$ cat src/rtl/o_feature_store_if.sv
`default_nettype none
// ============================================================================
// Module   : o_feature_store_if
// Purpose  : Command, on-chip buffer read and external write signals of the
//            feature store engine.
// Revision : 1.0
// ============================================================================
interface o_feature_store_if;
    logic         store_enable;
    logic [7:0]   store_type;
    logic [7:0]   src_addr;
    logic [15:0]  dst_addr;
    logic [7:0]   mem_sel;
    logic [7:0]   store_len;
    logic [14:0]  rd_addr;
    logic         rd_en;
    logic [127:0] rd_data;
    logic         o_mem_select;
    logic [15:0]  ext_wr_addr;
    logic [127:0] ext_wr_data;
    logic         ext_wr_en;
    logic         ext_wr_ready;
    logic         busy;
    logic         store_done;

    modport master (
        output store_enable, store_type, src_addr, dst_addr, mem_sel, store_len,
        output rd_data, ext_wr_ready,
        input  rd_addr, rd_en, o_mem_select, ext_wr_addr, ext_wr_data, ext_wr_en,
        input  busy, store_done
    );

    modport slave (
        input  store_enable, store_type, src_addr, dst_addr, mem_sel, store_len,
        input  rd_data, ext_wr_ready,
        output rd_addr, rd_en, o_mem_select, ext_wr_addr, ext_wr_data, ext_wr_en,
        output busy, store_done
    );
endinterface
`default_nettype wire

$ cat src/rtl/o_feature_store.sv
`default_nettype none
// ============================================================================
// Module   : o_feature_store
// Purpose  : Streams a contiguous run of feature-out buffer beats to external
//            memory through a skid FIFO that absorbs the buffer read latency.
// Revision : 1.0
// ============================================================================
module o_feature_store #(
    parameter int RD_LATENCY      = 2,
    parameter int FIFO_DEPTH      = 4,
    parameter int OUT_ADDR_OFFSET = 0
) (
    input  logic             clk,
    input  logic             rst,
    o_feature_store_if.slave bus
);
    localparam int              c_pw       = (FIFO_DEPTH > 1) ? $clog2(FIFO_DEPTH) : 1;
    localparam int              c_cw       = $clog2(FIFO_DEPTH + 1);
    localparam logic [c_pw-1:0] c_last_ptr = c_pw'(FIFO_DEPTH - 1);
    localparam logic [15:0]     c_out_off  = 16'(OUT_ADDR_OFFSET);

    typedef enum logic [1:0] {
        S_IDLE = 2'd0,
        S_RUN  = 2'd1,
        S_DONE = 2'd2
    } state_t;

    state_t                state_q;
    logic [7:0]            src_q;
    logic [7:0]            len_q;
    logic [7:0]            rd_issued_q;
    logic [7:0]            wr_count_q;
    logic [7:0]            unused_type_q;
    logic [15:0]           dst_q;
    logic                  mem_sel_q;
    logic                  rd_en_q;
    logic                  busy_q;
    logic                  store_done_q;
    logic [14:0]           rd_addr_q;
    logic [RD_LATENCY-1:0] pipe_q;
    logic [127:0]          fifo_q [FIFO_DEPTH];
    logic [c_pw-1:0]       wr_ptr_q;
    logic [c_pw-1:0]       rd_ptr_q;
    logic [c_cw-1:0]       count_q;
    logic [c_cw-1:0]       count_d;

    logic push;
    logic pop;
    logic can_issue;
    int   claimed;
    logic unused_bits;

    assign push        = pipe_q[RD_LATENCY-1];
    assign pop         = (count_q != '0) && bus.ext_wr_ready;
    assign unused_bits = ^{unused_type_q, bus.mem_sel[7:1]};

    // Every issued read owns a FIFO slot until popped, so a new read is only
    // issued while queued plus outstanding beats leave room for it.
    always_comb begin
        claimed = int'(count_q) + int'(rd_en_q) - int'(pop);
        for (int i = 0; i < RD_LATENCY; i++) begin
            claimed = claimed + int'(pipe_q[i]);
        end
        can_issue = (rd_issued_q < len_q) && (claimed < FIFO_DEPTH);
        count_d   = count_q + c_cw'(push) - c_cw'(pop);
    end

    always_ff @(posedge clk) begin
        if (push) begin
            fifo_q[wr_ptr_q] <= bus.rd_data;
        end
    end

    always_ff @(posedge clk) begin
        if (rst) begin
            state_q       <= S_IDLE;
            src_q         <= '0;
            dst_q         <= '0;
            len_q         <= '0;
            unused_type_q <= '0;
            mem_sel_q     <= 1'b0;
            rd_issued_q   <= '0;
            wr_count_q    <= '0;
            rd_en_q       <= 1'b0;
            rd_addr_q     <= '0;
            busy_q        <= 1'b0;
            store_done_q  <= 1'b0;
            pipe_q        <= '0;
            wr_ptr_q      <= '0;
            rd_ptr_q      <= '0;
            count_q       <= '0;
        end else begin
            pipe_q       <= pipe_q << 1;
            pipe_q[0]    <= rd_en_q;
            count_q      <= count_d;
            rd_en_q      <= 1'b0;
            store_done_q <= 1'b0;
            if (push) begin
                wr_ptr_q <= (wr_ptr_q == c_last_ptr) ? '0 : wr_ptr_q + 1'b1;
            end
            if (pop) begin
                rd_ptr_q <= (rd_ptr_q == c_last_ptr) ? '0 : rd_ptr_q + 1'b1;
            end
            case (state_q)
                S_IDLE: begin
                    if (bus.store_enable) begin
                        src_q         <= bus.src_addr;
                        dst_q         <= bus.dst_addr;
                        len_q         <= bus.store_len;
                        unused_type_q <= bus.store_type;
                        mem_sel_q     <= bus.mem_sel[0];
                        wr_count_q    <= '0;
                        busy_q        <= 1'b1;
                        if (bus.store_len == 8'd0) begin
                            state_q      <= S_DONE;
                            store_done_q <= 1'b1;
                            rd_issued_q  <= '0;
                        end else begin
                            // First read goes out with the accept so it lands in cycle 1.
                            state_q     <= S_RUN;
                            rd_en_q     <= 1'b1;
                            rd_addr_q   <= {7'd0, bus.src_addr};
                            rd_issued_q <= 8'd1;
                        end
                    end
                end
                S_RUN: begin
                    if (can_issue) begin
                        rd_en_q     <= 1'b1;
                        rd_addr_q   <= {7'd0, src_q} + {7'd0, rd_issued_q};
                        rd_issued_q <= rd_issued_q + 8'd1;
                    end
                    if (pop) begin
                        wr_count_q <= wr_count_q + 8'd1;
                        if (wr_count_q + 8'd1 == len_q) begin
                            state_q      <= S_DONE;
                            store_done_q <= 1'b1;
                        end
                    end
                end
                S_DONE: begin
                    state_q <= S_IDLE;
                    busy_q  <= 1'b0;
                end
                default: begin
                    state_q <= S_IDLE;
                    busy_q  <= 1'b0;
                end
            endcase
        end
    end

    assign bus.rd_en        = rd_en_q;
    assign bus.rd_addr      = rd_addr_q;
    assign bus.o_mem_select = mem_sel_q;
    assign bus.ext_wr_en    = (count_q != '0);
    assign bus.ext_wr_data  = fifo_q[rd_ptr_q];
    assign bus.ext_wr_addr  = (state_q == S_IDLE) ? 16'd0
                            : dst_q + c_out_off + {8'd0, wr_count_q};
    assign bus.busy         = busy_q;
    assign bus.store_done   = store_done_q;
endmodule
`default_nettype wire
$ cat src/flat_wrapper.sv
// flat-port wrapper written by rule: the top's interface ports become plain ports
module o_feature_store_flat 
#(
    parameter int RD_LATENCY      = 2,
    parameter int FIFO_DEPTH      = 4,
    parameter int OUT_ADDR_OFFSET = 0
)
  (clk, rst, bus_store_enable, bus_store_type, bus_src_addr, bus_dst_addr, bus_mem_sel, bus_store_len, bus_rd_data, bus_ext_wr_ready, bus_rd_addr, bus_rd_en, bus_o_mem_select, bus_ext_wr_addr, bus_ext_wr_data, bus_ext_wr_en, bus_busy, bus_store_done);
  o_feature_store_if bus_i ();
  input  logic clk;
  input  logic rst;
  input wire logic [$bits(bus_i.store_enable)-1:0] bus_store_enable;
  input wire logic [$bits(bus_i.store_type)-1:0] bus_store_type;
  input wire logic [$bits(bus_i.src_addr)-1:0] bus_src_addr;
  input wire logic [$bits(bus_i.dst_addr)-1:0] bus_dst_addr;
  input wire logic [$bits(bus_i.mem_sel)-1:0] bus_mem_sel;
  input wire logic [$bits(bus_i.store_len)-1:0] bus_store_len;
  input wire logic [$bits(bus_i.rd_data)-1:0] bus_rd_data;
  input wire logic [$bits(bus_i.ext_wr_ready)-1:0] bus_ext_wr_ready;
  output wire logic [$bits(bus_i.rd_addr)-1:0] bus_rd_addr;
  output wire logic [$bits(bus_i.rd_en)-1:0] bus_rd_en;
  output wire logic [$bits(bus_i.o_mem_select)-1:0] bus_o_mem_select;
  output wire logic [$bits(bus_i.ext_wr_addr)-1:0] bus_ext_wr_addr;
  output wire logic [$bits(bus_i.ext_wr_data)-1:0] bus_ext_wr_data;
  output wire logic [$bits(bus_i.ext_wr_en)-1:0] bus_ext_wr_en;
  output wire logic [$bits(bus_i.busy)-1:0] bus_busy;
  output wire logic [$bits(bus_i.store_done)-1:0] bus_store_done;
  assign bus_i.store_enable = bus_store_enable;
  assign bus_i.store_type = bus_store_type;
  assign bus_i.src_addr = bus_src_addr;
  assign bus_i.dst_addr = bus_dst_addr;
  assign bus_i.mem_sel = bus_mem_sel;
  assign bus_i.store_len = bus_store_len;
  assign bus_i.rd_data = bus_rd_data;
  assign bus_i.ext_wr_ready = bus_ext_wr_ready;
  assign bus_rd_addr = bus_i.rd_addr;
  assign bus_rd_en = bus_i.rd_en;
  assign bus_o_mem_select = bus_i.o_mem_select;
  assign bus_ext_wr_addr = bus_i.ext_wr_addr;
  assign bus_ext_wr_data = bus_i.ext_wr_data;
  assign bus_ext_wr_en = bus_i.ext_wr_en;
  assign bus_busy = bus_i.busy;
  assign bus_store_done = bus_i.store_done;
  o_feature_store #(.RD_LATENCY(RD_LATENCY), .FIFO_DEPTH(FIFO_DEPTH), .OUT_ADDR_OFFSET(OUT_ADDR_OFFSET)) u_core (.clk(clk), .rst(rst), .bus(bus_i));
endmodule
$ cat config.mk
export PLATFORM = sky130hd
export DESIGN_NAME = o_feature_store_flat
export DESIGN_NICKNAME = d
export VERILOG_FILES = /design/src/rtl/o_feature_store_if.sv /design/src/rtl/o_feature_store.sv /design/src/flat_wrapper.sv
export SDC_FILE = /design/constraint.sdc
export NUM_CORES = 1
export LEC_CHECK = 0
export BUFFER_PORTS_ARGS = -buffer_cell sky130_fd_sc_hd__buf_2
export CORE_MARGIN = 2
export CORE_UTILIZATION = 50
export DETAILED_ROUTE_END_ITERATION = 12
export HOLD_SLACK_MARGIN = 0.08
export MAX_ROUTING_LAYER = met4
export PLACE_DENSITY_LB_ADDON = 0.05
export SLEW_MARGIN = 15
export SYNTH_ARGS = -nofsm -noshare
export SYNTH_HDL_FRONTEND = slang
export SYNTH_SLANG_ARGS = --single-unit
$ cat constraint.sdc
create_clock -name clk -period 4.9 [get_ports clk]
set_clock_uncertainty 0.2 [all_clocks]
set_input_delay 0.245 -clock clk [delete_from_list [all_inputs] [get_ports clk]]
set_output_delay 0.245 -clock clk [all_outputs]
set_load 0.05 [all_outputs]
==> results.md, run 1 <==
* WHS at 0.182 ns
* Clk buf depth at 3
* Site Rows at 78
* DP Cell Count at 2132
* Max Cap Viol at 0
* Cell mode on critical path: ha_1
* PnR Total Power at 13.7 mW
* Critical Path Source: u_core.count_q[2]
* Worst setup margin at 0.701 ns
* CP max stage cell: o31a_1
* Die Area at 47500 um2
* Number of I/O port buffers at 322
* Die height at 218 um
* Post-DR wirelength/cell at 20.3 um
* Starting density of the core at 50.6%
* Synth Flop Type: edfxtp_1
* Reg-to-reg endpoint: u_core.bus.rd_addr[7]
* H-tree levels at 2
* Setup violators final at 0
* Filler cells at 3333
* Initial antenna violation count at 3
* Worst Path Max Fanout at 20
* Worst Max-Slew Pin Slew at 0.981 ns
* Design area at 29000 um2
* Fin nets at 2008
* DRT iter0 DRCs at 774
* Root buffer cell: clkbuf_16
* Time the worst path needs with I/O delays and setup at 4.20 ns
* DP HPWL at 29400 um
* Worst min-delay path category: in2reg
* EDFF count, synth at 512
* Logic depth of the worst path, buffers included at 15
* Critical Path AT at 4.51 ns
* Final hold vios at 0
* Pre-CTS setup slack at 0.675 ns
* Reg2reg setup slack at 0.70 ns
* Buf/Inv on CP at 2
* Share of cells above drive strength 1 at 30.6%
* Post-CTS setup buffer count at 0
* Gpl congestion at 0.811
* Post-Syn Area per Cell at 18.4 um2
* R2r startpoint: u_core.count_q[2]
* GR Util All Layers at 21.6%
* Setup TNS at 0 ns
* Register area share after synthesis at 73.6%
* Syn Inst Count at 1247
* Via Count at 13000
* Vias in the first global route at 13600
* Worst reg-to-reg path cell count at 15
* Worst Setup EP: u_core.bus.rd_addr[7]
* Leak at 10.1 nW
* CP Capture Type: flop
* Startpoint Class: flop
* Final worst-path cycle share at 85.7%
* Largest net degree at the start of global routing at 76
* Yosys reg bits at 586
* Final Non-Filler Cells at 2428
* Drt total wl at 49400 um
* Die W at 218 um
* Maximum vdd drop at 0.000375 V
* Area grow syn2layout at 26.6%
* Yosys warns at 0
* Critical Path RT at 5.21 ns
* Antenna Nets Post-Route at 0
* Cts-stage hold buffer count at 190
* Rel. slew slack at 34.6%
* Achievable Freq at 238 MHz
* Worst-path clk slew at 0.06 ns
* Crit path cell chain: or3_1, nand2_1, inv_1, ha_1, inv_1, ha_1, a211o_1, a21oi_2, and2b_1, nor2_1, ha_1, nand2b_1, o31a_1, nor2_1, a311oi_1
* Post-DP Area at 25200 um2
* Grt ovf at 0
* Sink Count at 586
* Crit-path leading delay family: compound AO/OA/AOI/OAI gates
* Post-synth ARST share at 0%
* Max Slew Vio Count at 0
* Top Ports at 344
* Status: complete, no violations
* PwrDens at 473 nW/um2
* Yosys cell types at 54
* Clk_lat worst skew at 0.60 ns
* CTS resizes at 0
* RSZ-0062 raised after global routing: no
* DRC viols at 0
* CTS buffer count at 59
* Crit path kind: reg2reg
* Global-route wire length before repair at 76400 um
* Worst path max stage delay at 0.58 ns
* Synth Cell Area at 22900 um2
* DR vias/cell at 5.35
* Core area at 45300 um2
* CTS tree: yes
* Detailed Routing Iterations Pass 1 at 4
* Final core occ at 64.0%
## cell usage in the layout, fill, tap and decap left out, types with 6 or more instances in the layout
cell type      netlist  final
edfxtp_1           512    512
buf_2                5    322
dlygate4sd3_1        0    190
mux4_2             128    128
nand2_1             89     89
dfxtp_1             74     72
a21oi_1             68     68
clkbuf_16            0     60
nor2_1              46     46
ha_1                42     42
o21ai_0             30     30
inv_1               25     25
xnor2_1             18     18
nand3_1             14     14
clkbuf_1            33     14
nor3_1              12     12
a211oi_1            12     12
clkinv_2             0     11
nand2b_1            10     10
clkinv_1             0     10
buf_4                6     10
xor2_1               9      9
or3_1                9      9
nor2b_1              8      8
nor4_1               7      7
nand4_1              7      7
a31oi_1              6      6
conb_1               1      6
buf_12               0      6
## routing by layer
metal / share of wire, % / global-route usage (%) / up-vias
li1: - / - / 6035
met3: 6.8 / 5.68 / 70
met4: 1.9 / 4.94 / 0
met1: 44 / 29.0 / 6526
met2: 47 / 33.6 / 358
met5: 0 / - / -
## cell families (layout without fill, tap and decap cells)
family | Yosys count | count (layout) | synth area share [%]
other | 1 | 10 | 0.0164
DFF | 586 | 586 | 73.6
xor gates and xnor gates | 27 | 27 | 1.03
adders and majority gates | 45 | 45 | 2.56
buffers and inverters | 83 | 655 | 1.52
AOI/OAI and AO/OA | 145 | 145 | 3.77
and+or+nand+nor | 228 | 228 | 4.74
muxes | 132 | 132 | 12.8
## power by group
| group | leakage, nW | switching, mW | internal (mW) |
|---|---|---|---|
| sequential | 5.21 | 0.184 | 5.62 |
| combinational | 4.02 | 2.40 | 1.22 |
| clock | 0.897 | 1.80 | 2.49 |
## synthesized netlist by cell type (3+ instances only)
cell type,number,area [um2]
xnor2_1,18,158
and3_1,3,18.8
a31oi_1,6,37.5
buf_2,5,25.0
a21oi_1,68,340
a21o_1,3,22.5
or3_1,9,56.3
nand4_1,7,43.8
inv_1,25,93.8
a211oi_1,12,90.1
nor2b_1,8,50.1
nor3b_1,3,22.5
or4_1,5,37.5
buf_4,6,45.0
nor2_1,46,173
clkbuf_1,33,124
o21ai_0,30,150
mux2i_1,4,40.0
xor2_1,9,78.8
ha_1,42,526
o31ai_1,3,22.5
nand3_1,14,70.1
fa_1,3,60.1
edfxtp_1,512,15400
dfxtp_1,74,1480
mux4_2,128,2880
buf_1,13,48.8
o31a_1,3,26.3
nor4_1,7,43.8
nor3_1,12,60.1
nand2b_1,10,62.6
and2_1,6,37.5
nand2_1,89,334
o21a_1,4,30.0
## sequential cells by signal, indices dropped and copies added, names as in the netlist, named ones only
register and count:
u_core.pipe_q 2, u_core.bus.rd_addr 9, u_core.len_q 8, u_core.bus.store_done 1, u_core.bus.rd_en 1, u_core.dst_q 16, u_core.bus.o_mem_select 1, u_core.bus.busy 1
u_core.fifo_q 512, u_core.wr_ptr_q 2, u_core.src_q 8, u_core.count_q 3, u_core.rd_ptr_q 2, u_core.wr_count_q 8, u_core.state_q 2, u_core.rd_issued_q 8
## worst min path at each step
stage                           startpoint  cells after the start                    end
after global placement    u_core.pipe_q[0]                      2       u_core.pipe_q[1]
final                     bus_rd_data[115]                      2  u_core.fifo_q[0][115]
after floorplan             bus_rd_data[0]                      0    u_core.fifo_q[0][0]
after detailed placement  u_core.pipe_q[0]                      2       u_core.pipe_q[1]
after CTS                 bus_rd_data[115]                      2  u_core.fifo_q[1][115]
after global routing      bus_rd_data[115]                      2  u_core.fifo_q[0][115]
## cell type report
cell class	count	area [um2]	share of cell area, %
multi-input combinational	583	5730	19.8
tap	600	751	2.59
sequential	586	16900	58.2
inverter	25	93.8	0.324
clock buffer	74	1550	5.36
antenna	4	10.0	0.0345
clock inverter	28	280	0.967
timing repair buffer	528	3710	12.8
No activity file was read; power rests on OpenSTA's default activity.
==> run 2: changes to the inputs <==
--- a/config.mk
+++ b/config.mk
@@ -8,7 +8,9 @@
 export BUFFER_PORTS_ARGS = -buffer_cell sky130_fd_sc_hd__buf_2
 export CORE_MARGIN = 2
 export CORE_UTILIZATION = 50
+export CTS_BUF_LIST = sky130_fd_sc_hd__clkbuf_8
 export DETAILED_ROUTE_END_ITERATION = 12
+export GPL_ROUTABILITY_DRIVEN = 0
 export HOLD_SLACK_MARGIN = 0.08
 export MAX_ROUTING_LAYER = met4
 export PLACE_DENSITY_LB_ADDON = 0.05
==> constraint.sdc (replaced) <==
create_clock -name clk -period 4.9 [get_ports clk]
set_clock_uncertainty 0.2 [all_clocks]
set_input_delay 0 -clock clk [delete_from_list [all_inputs] [get_ports clk]]
set_output_delay 0 -clock clk [all_outputs]
set_load 0.05 [all_outputs]
==> results.md, run 2 (synthesized netlist as in run 1, its figures left out) <==
* Crit path cell chain: or3_1, nand2_1, inv_1, ha_1, inv_1, ha_1, a211o_1, a21oi_2, and2b_1, nor2_1, ha_1, nand2b_1, o31a_1, nor2_1, a311oi_1
* DR vias/cell at 5.24 (-2.0%)
* Filler cells at 3139 (-5.8%)
* Final worst-path cycle share at 86.3% (+0.57 points)
* Max reg flops at 512 (unchanged)
* Cell mode on critical path: ha_1
* Antenna Nets Post-Route at 0 (unchanged)
* Fin nets at 2248 (+12%)
* Detailed Routing Iterations Pass 1 at 5 (+1)
* CP max stage cell: o31a_1
* Max Cap Viol at 0 (unchanged)
* DP HPWL at 29500 um (+0.23%)
* Die W at 218 um (unchanged)
* Maximum vdd drop at 0.000315 V (-16%)
* Final hold vios at 0 (unchanged)
* Critical Path RT at 5.28 ns (+0.07 ns)
* RSZ-0062 raised after global routing: no
* GR Util All Layers at 23.6% (+2.0 points)
* Most flops, register: u_core.fifo_q
* Clk buf depth at 3 (unchanged)
* Worst Path Max Fanout at 20 (unchanged)
* DRT iter0 DRCs at 918 (+19%)
* Grt ovf at 0 (unchanged)
* Via Count at 14200 (+9.4%)
* Root buffer cell: clkbuf_8
* Sink Count at 586 (unchanged)
* Drt total wl at 53400 um (+8.2%)
* Crit-path leading delay family: compound AO/OA/AOI/OAI gates
* Die height at 218 um (unchanged)
* Setup violators final at 0 (unchanged)
* Clk_lat worst skew at 0.68 ns (+0.08 ns)
* Global-route wire length before repair at 83000 um (+8.6%)
* Critical Path AT at 4.60 ns (+0.09 ns)
* Worst setup margin at 0.673 ns (-0.0281 ns)
* WHS at 0.181 ns (-0.000626 ns)
* Leak at 11.1 nW (+9.8%)
* Vias in the first global route at 15000 (+11%)
* Worst-path clk slew at 0.06 ns (about the same)
* Starting density of the core at 50.6% (unchanged)
* Max Slew Vio Count at 0 (unchanged)
* Area grow syn2layout at 35.2%
* Post-DR wirelength/cell at 19.7 um (-3.0%)
* Worst min-delay path category: in2reg
* Achievable Freq at 237 MHz (-0.67%)
* Share of cells above drive strength 1 at 28.3% (-2.3 points)
* CP Capture Type: flop
* CTS buffer count at 97 (+64%)
* CTS tree: yes
* Largest net degree at the start of global routing at 81 (+6.6%)
* Crit path kind: reg2reg
* Worst path max stage delay at 0.58 ns (about the same)
* Time the worst path needs with I/O delays and setup at 4.23 ns (+0.0281 ns)
* Rel. slew slack at 32.9% (-1.7 points)
* PwrDens at 437 nW/um2 (-7.5%)
* Die Area at 47500 um2 (unchanged)
* Register area at 16900 um2 (unchanged)
* Buf/Inv on CP at 2 (unchanged)
* Number of I/O port buffers at 322 (unchanged)
* Commonest non-fill, non-tap cells in the layout: edfxtp_1 (512), dlygate4sd3_1 (393), buf_2 (322)
* Status: complete, no violations
* Initial antenna violation count at 5 (+2)
* Pre-CTS setup slack at 0.706 ns (+0.0302 ns)
* Most common cell after layout, fill and taps aside: edfxtp_1
* Core area at 45300 um2 (unchanged)
* Footprint of the multi-input gates at 5730 um2 (unchanged)
* H-tree levels at 3 (+1)
* Setup TNS at 0 ns (unchanged)
* Startpoint Class: flop
* Top Ports at 344 (unchanged)
* Site Rows at 78 (unchanged)
* DRC viols at 0 (unchanged)
* Worst Max-Slew Pin Slew at 1.01 ns (+0.0250 ns)
* Post-CTS setup buffer count at 0 (unchanged)
-- run 2: metal layers --
layer,share of wire (%),global-route usage (%)
met4,1.6,7.14
met3,6.6,5.24
met5,0,-
met2,49,37.6
met1,42,30.7
-- run 2: worst paths after layout --
kind,from,endpoint,slack [ns],cells past startpoint
worst max-delay path,u_core.count_q[2],u_core.bus.rd_addr[7],0.67,15
worst min-delay path,bus_store_len[5],u_core.state_q[1],0.18,6
worst max register to register,u_core.count_q[2],u_core.bus.rd_addr[7],0.67,15
worst min register to register,u_core.pipe_q[0],u_core.pipe_q[1],0.24,2
-- run 2: stage by stage --
stage / total power, mW / cell area, um2 / cells / util (%)
finish: 13.5 / 31000 / 2709 / 68.4
detailed placement: 9.40 / 25200 / 2131 / 55.7
global placement: 9.38 / 25200 / 2131 / 55.7
floorplan: 8.56 / 22900 / 1252 / -
CTS: 13.7 / 31000 / 2703 / 68.3
global route: 14.1 / 31000 / 2708 / 68.4
-- run 2: final cells by class --
cell class | instances | area share (%)
timing repair buffer | 730 | 18.5
sequential | 586 | 54.5
inverter | 25 | 0.303
antenna | 6 | 0.0485
clock inverter | 77 | 1.22
clock buffer | 102 | 4.53
multi-input combinational | 583 | 18.5
tap | 600 | 2.42
-- run 2: worst register-to-register path: stages (launching register included) --
cell and delay (ns):
dfxtp_1 0.33, or3_1 0.38, nand2_1 0.18, inv_1 0.14, ha_1 0.29, inv_1 0.04, ha_1 0.26, a211o_1 0.31
a21oi_2 0.19, and2b_1 0.20, nor2_1 0.10, ha_1 0.23, nand2b_1 0.11, o31a_1 0.58, nor2_1 0.28, a311oi_1 0.31
-- run 2: timing repair --
action                                 4_1_cts  5_1_grt
hold buffers                               393        0
gates resized for setup                      0        0
endpoints found under the hold margin      585        0
-- run 2: where the power goes --
group / internal, mW / switching [mW] / leakage, nW / total (mW)
logic: 1.36 / 2.45 / 4.83 / 3.81
clock network: 2.03 / 1.89 / 1.07 / 3.92
registers: 5.62 / 0.192 / 5.21 / 5.81
==> run 3: changes to the inputs <==
--- a/config.mk
+++ b/config.mk
@@ -5,6 +5,7 @@
 export SDC_FILE = /design/constraint.sdc
 export NUM_CORES = 1
 export LEC_CHECK = 0
+export ABC_AREA = 1
 export BUFFER_PORTS_ARGS = -buffer_cell sky130_fd_sc_hd__buf_2
 export CORE_MARGIN = 2
 export CORE_UTILIZATION = 50
==> results.md, run 3 <==
* Status: complete, no violations
* Area grow syn2layout at 31.1%
* Startpoint Class: flop
* Rel. slew slack at 33.5% (+0.57 points)
* Via Count at 17100 (+21%)
* Leak at 11.6 nW (+4.3%)
* Crit path cell chain: nor2_1, nand2_1, nand2_1, inv_1, ha_1, inv_1, ha_1, nand2_1, nand2_1, nand3_1, nand2_1, a21oi_1, ha_1, nand2_1, nor2_1, nand3_1, nand2_1, nand2_2, nand2_2, nand2_1, a21oi_1, dlygate4sd3_1
* CP max stage cell: dlygate4sd3_1
* Final core occ at 66.1% (-2.3 points)
* Final worst-path cycle share at 79.3% (-7.0 points)
* Worst min-delay path category: in2reg
* Clk_lat worst skew at 0.66 ns (-0.02 ns)
* Share of cells above drive strength 1 at 17.8% (-10 points)
* Routing usage on met2 at 40.3% (+2.8 points)
* Die W at 220 um (+0.91%)
* GR Util All Layers at 24.3% (+0.74 points)
* Setup violators final at 0 (unchanged)
* PwrDens at 482 nW/um2 (+10%)
* Starting density of the core at 50.4% (-0.14 points)
* Max Slew Vio Count at 0 (unchanged)
* Root buffer cell: clkbuf_8
* Number of I/O port buffers at 322 (unchanged)
* Yosys reg bits at 586 (unchanged)
* Worst path max stage delay at 0.59 ns (about the same)
* Filler cells at 3553 (+13%)
* Worst setup margin at 1.01 ns (+0.341 ns)
* Yosys cell types at 39 (-28%)
* GR met1 Demand/Resource at 29.1% (-1.6 points)
* Design area at 30600 um2 (-1.2%)
* CTS buffer count at 97 (unchanged)
* Post-synth ARST share at 0% (unchanged)
* Initial antenna violation count at 4 (-1)
* CTS resizes at 0 (unchanged)
* Global-route wire length before repair at 89100 um (+7.4%)
* Most frequent cell after synthesis: edfxtp_1
* DRT iter0 DRCs at 1009 (+9.9%)
* Yosys warns at 0 (unchanged)
* Register area share after synthesis at 72.2% (-1.3 points)
* Sink Count at 586 (unchanged)
* Commonest non-fill, non-tap cells in the layout: edfxtp_1 (512), dlygate4sd3_1 (349), nor2_1 (348)
* Ranking of synthesized cells by area: edfxtp_1 (66%), dfxtp_1 (6.3%), o21ai_0 (6.3%)
* Achievable Freq at 257 MHz (+8.8%)
* Worst Path Max Fanout at 18 (-10%)
* Worst-path clk slew at 0.06 ns (about the same)
* Max reg flops at 512 (unchanged)
* Cts-stage hold buffer count at 349 (-11%)
* CP Capture Type: flop
* Grt met3 use at 6.47% (+1.2 points)
* DRC viols at 0 (unchanged)
* Core area at 46300 um2 (+2.2%)
* Max Cap Viol at 0 (unchanged)
* Time the worst path needs with I/O delays and setup at 3.89 ns (-0.341 ns)
* Die height at 220 um (+0.91%)
* Synth Flop Type: edfxtp_1
* Synth Cell Area at 23300 um2 (+1.9%)
* Antenna Nets Post-Route at 0 (unchanged)
* Post-DP Area at 25400 um2 (+0.81%)
* Site Rows at 79 (+1.3%)
* Grt ovf at 0 (unchanged)
* EDFF count, synth at 512 (unchanged)
* Hold Crit Depth at 6 (unchanged)
* Die Area at 48400 um2 (+1.8%)
* Final hold vios at 0 (unchanged)
* Syn Inst Count at 1904 (+53%)
* Crit path kind: reg2reg
* Most frequent cells after synthesis: edfxtp_1 (512), nor2_1 (348), o21ai_0 (294)
* Worst Max-Slew Pin Slew at 0.997 ns (-0.00858 ns)
* Maximum vdd drop at 0.000336 V (+6.6%)
* Setup TNS at 0 ns (unchanged)
* Fin nets at 2809 (+25%)
* Detailed Routing Iterations Pass 1 at 5 (unchanged)
* CTS tree: yes
* DP HPWL at 31100 um (+5.3%)
* Top-area cell type share of the netlist area at 65.9% (-1.2 points)
* Post-Syn Area per Cell at 12.3 um2 (-33%)
* Pre-CTS setup slack at 1.51 ns (+0.808 ns)
* Cell mode on critical path: nand2_1
* WHS at 0.179 ns (-0.00184 ns)
* Clk buf depth at 3 (unchanged)
* RSZ-0062 raised after global routing: no
* Vias in the first global route at 17100 (+14%)
* Most flops, register: u_core.fifo_q
* Most area-hungry cell type in the Yosys netlist: edfxtp_1
* H-tree levels at 3 (unchanged)
* Most common cell after layout, fill and taps aside: edfxtp_1
* Largest net degree at the start of global routing at 119 (+47%)
* DR vias/cell at 5.27 (+0.39%)
* Critical Path RT at 5.24 ns (-0.04 ns)
* GRT Max-Usage Layer: met2
* Post-CTS setup buffer count at 0 (unchanged)
* Critical Path AT at 4.23 ns (-0.37 ns)
* Drt total wl at 58400 um (+9.2%)
* Worst reg-to-reg path cell count at 22 (+7)
* Post-DR wirelength/cell at 17.9 um (-9.1%)
* Top Ports at 344 (unchanged)
==> run 3: cell count changes in the layout (fill, tap and decap cells not counted), moves of 28 or more <==
cell           change
dlygate4sd3_1     -44
inv_1             +31
mux4_2           -128
nand2_1           +41
nand3_1           +28
nor2_1           +302
o21ai_0          +264
o22ai_1          +128
==> run 3: area by class of cell <==
| class | instances | area [um2] | share of cell area (%) |
|---|---|---|---|
| well taps | 607 | 759 | 2.48 |
| clock inverters | 58 | 238 | 0.777 |
| multi-input cells | 1136 | 5740 | 18.8 |
| repair buffers | 686 | 5260 | 17.2 |
| inverters | 77 | 315 | 1.03 |
| diodes | 4 | 10.0 | 0.0327 |
| flip-flops and latches | 586 | 16900 | 55.1 |
| clock buffers | 102 | 1400 | 4.59 |
==> run 3: critical path, delay by kind of cell, from the launching register on <==
kind,cells,cell delay [ns]
adder cells (fa/ha/maj),3,0.77
AO/OA/AOI/OAI,2,0.20
buffers and inverters,3,0.74
AND/OR/NAND/NOR,14,1.54
flip-flops,1,0.33
==> run 3: worst paths after layout <==
kind / from / slack [ns] / end
worst max register to register: u_core.count_q[2] / 1.01 / u_core.bus.rd_addr[7]
worst max-delay path: u_core.count_q[2] / 1.01 / u_core.bus.rd_addr[7]
worst min-delay path: bus_src_addr[1] / 0.18 / u_core.bus.rd_addr[1]
worst min register to register: u_core.pipe_q[0] / 0.25 / u_core.pipe_q[1]
==> run 3: metrics by stage <==
stage	power [mW]	cells
3_3_place_gp	10.8	2743
5_1_grt	15.4	3256
3_5_place_dp	10.9	2743
4_1_cts	14.9	3252
2_1_floorplan	9.54	1909
6_report	14.7	3256
==> run 3: cell families (layout without fill, tap and decap cells) <==
| family | count (synthesis) | count (layout) | share of synthesized area (%) |
|---|---|---|---|
| buffers and inverters | 187 | 923 | 3.23 |
| other | 1 | 10 | 0.0161 |
| AOI/OAI and AO/OA | 519 | 519 | 12.0 |
| xor gates and xnor gates | 16 | 16 | 0.601 |
| and+or+nand+nor | 549 | 549 | 9.38 |
| muxes | 1 | 1 | 0.0429 |
| adders and majority gates | 45 | 45 | 2.51 |
| DFF | 586 | 586 | 72.2 |
==> run 3: power breakdown <==
part           total, mW  internal (mW)  switching [mW]  leakage (nW)
clock network       3.72           1.90            1.82         0.981
registers           5.70           5.56           0.148          5.22
logic               5.32           1.30            4.02          5.40
total               14.7           8.75            5.99          11.6
==> run 3: routing by layer <==
layer	vias up	wire length, um
li1	8271	-
met1	8285	24600
met5	-	0
met4	0	1200
met3	105	3850
met2	482	28700
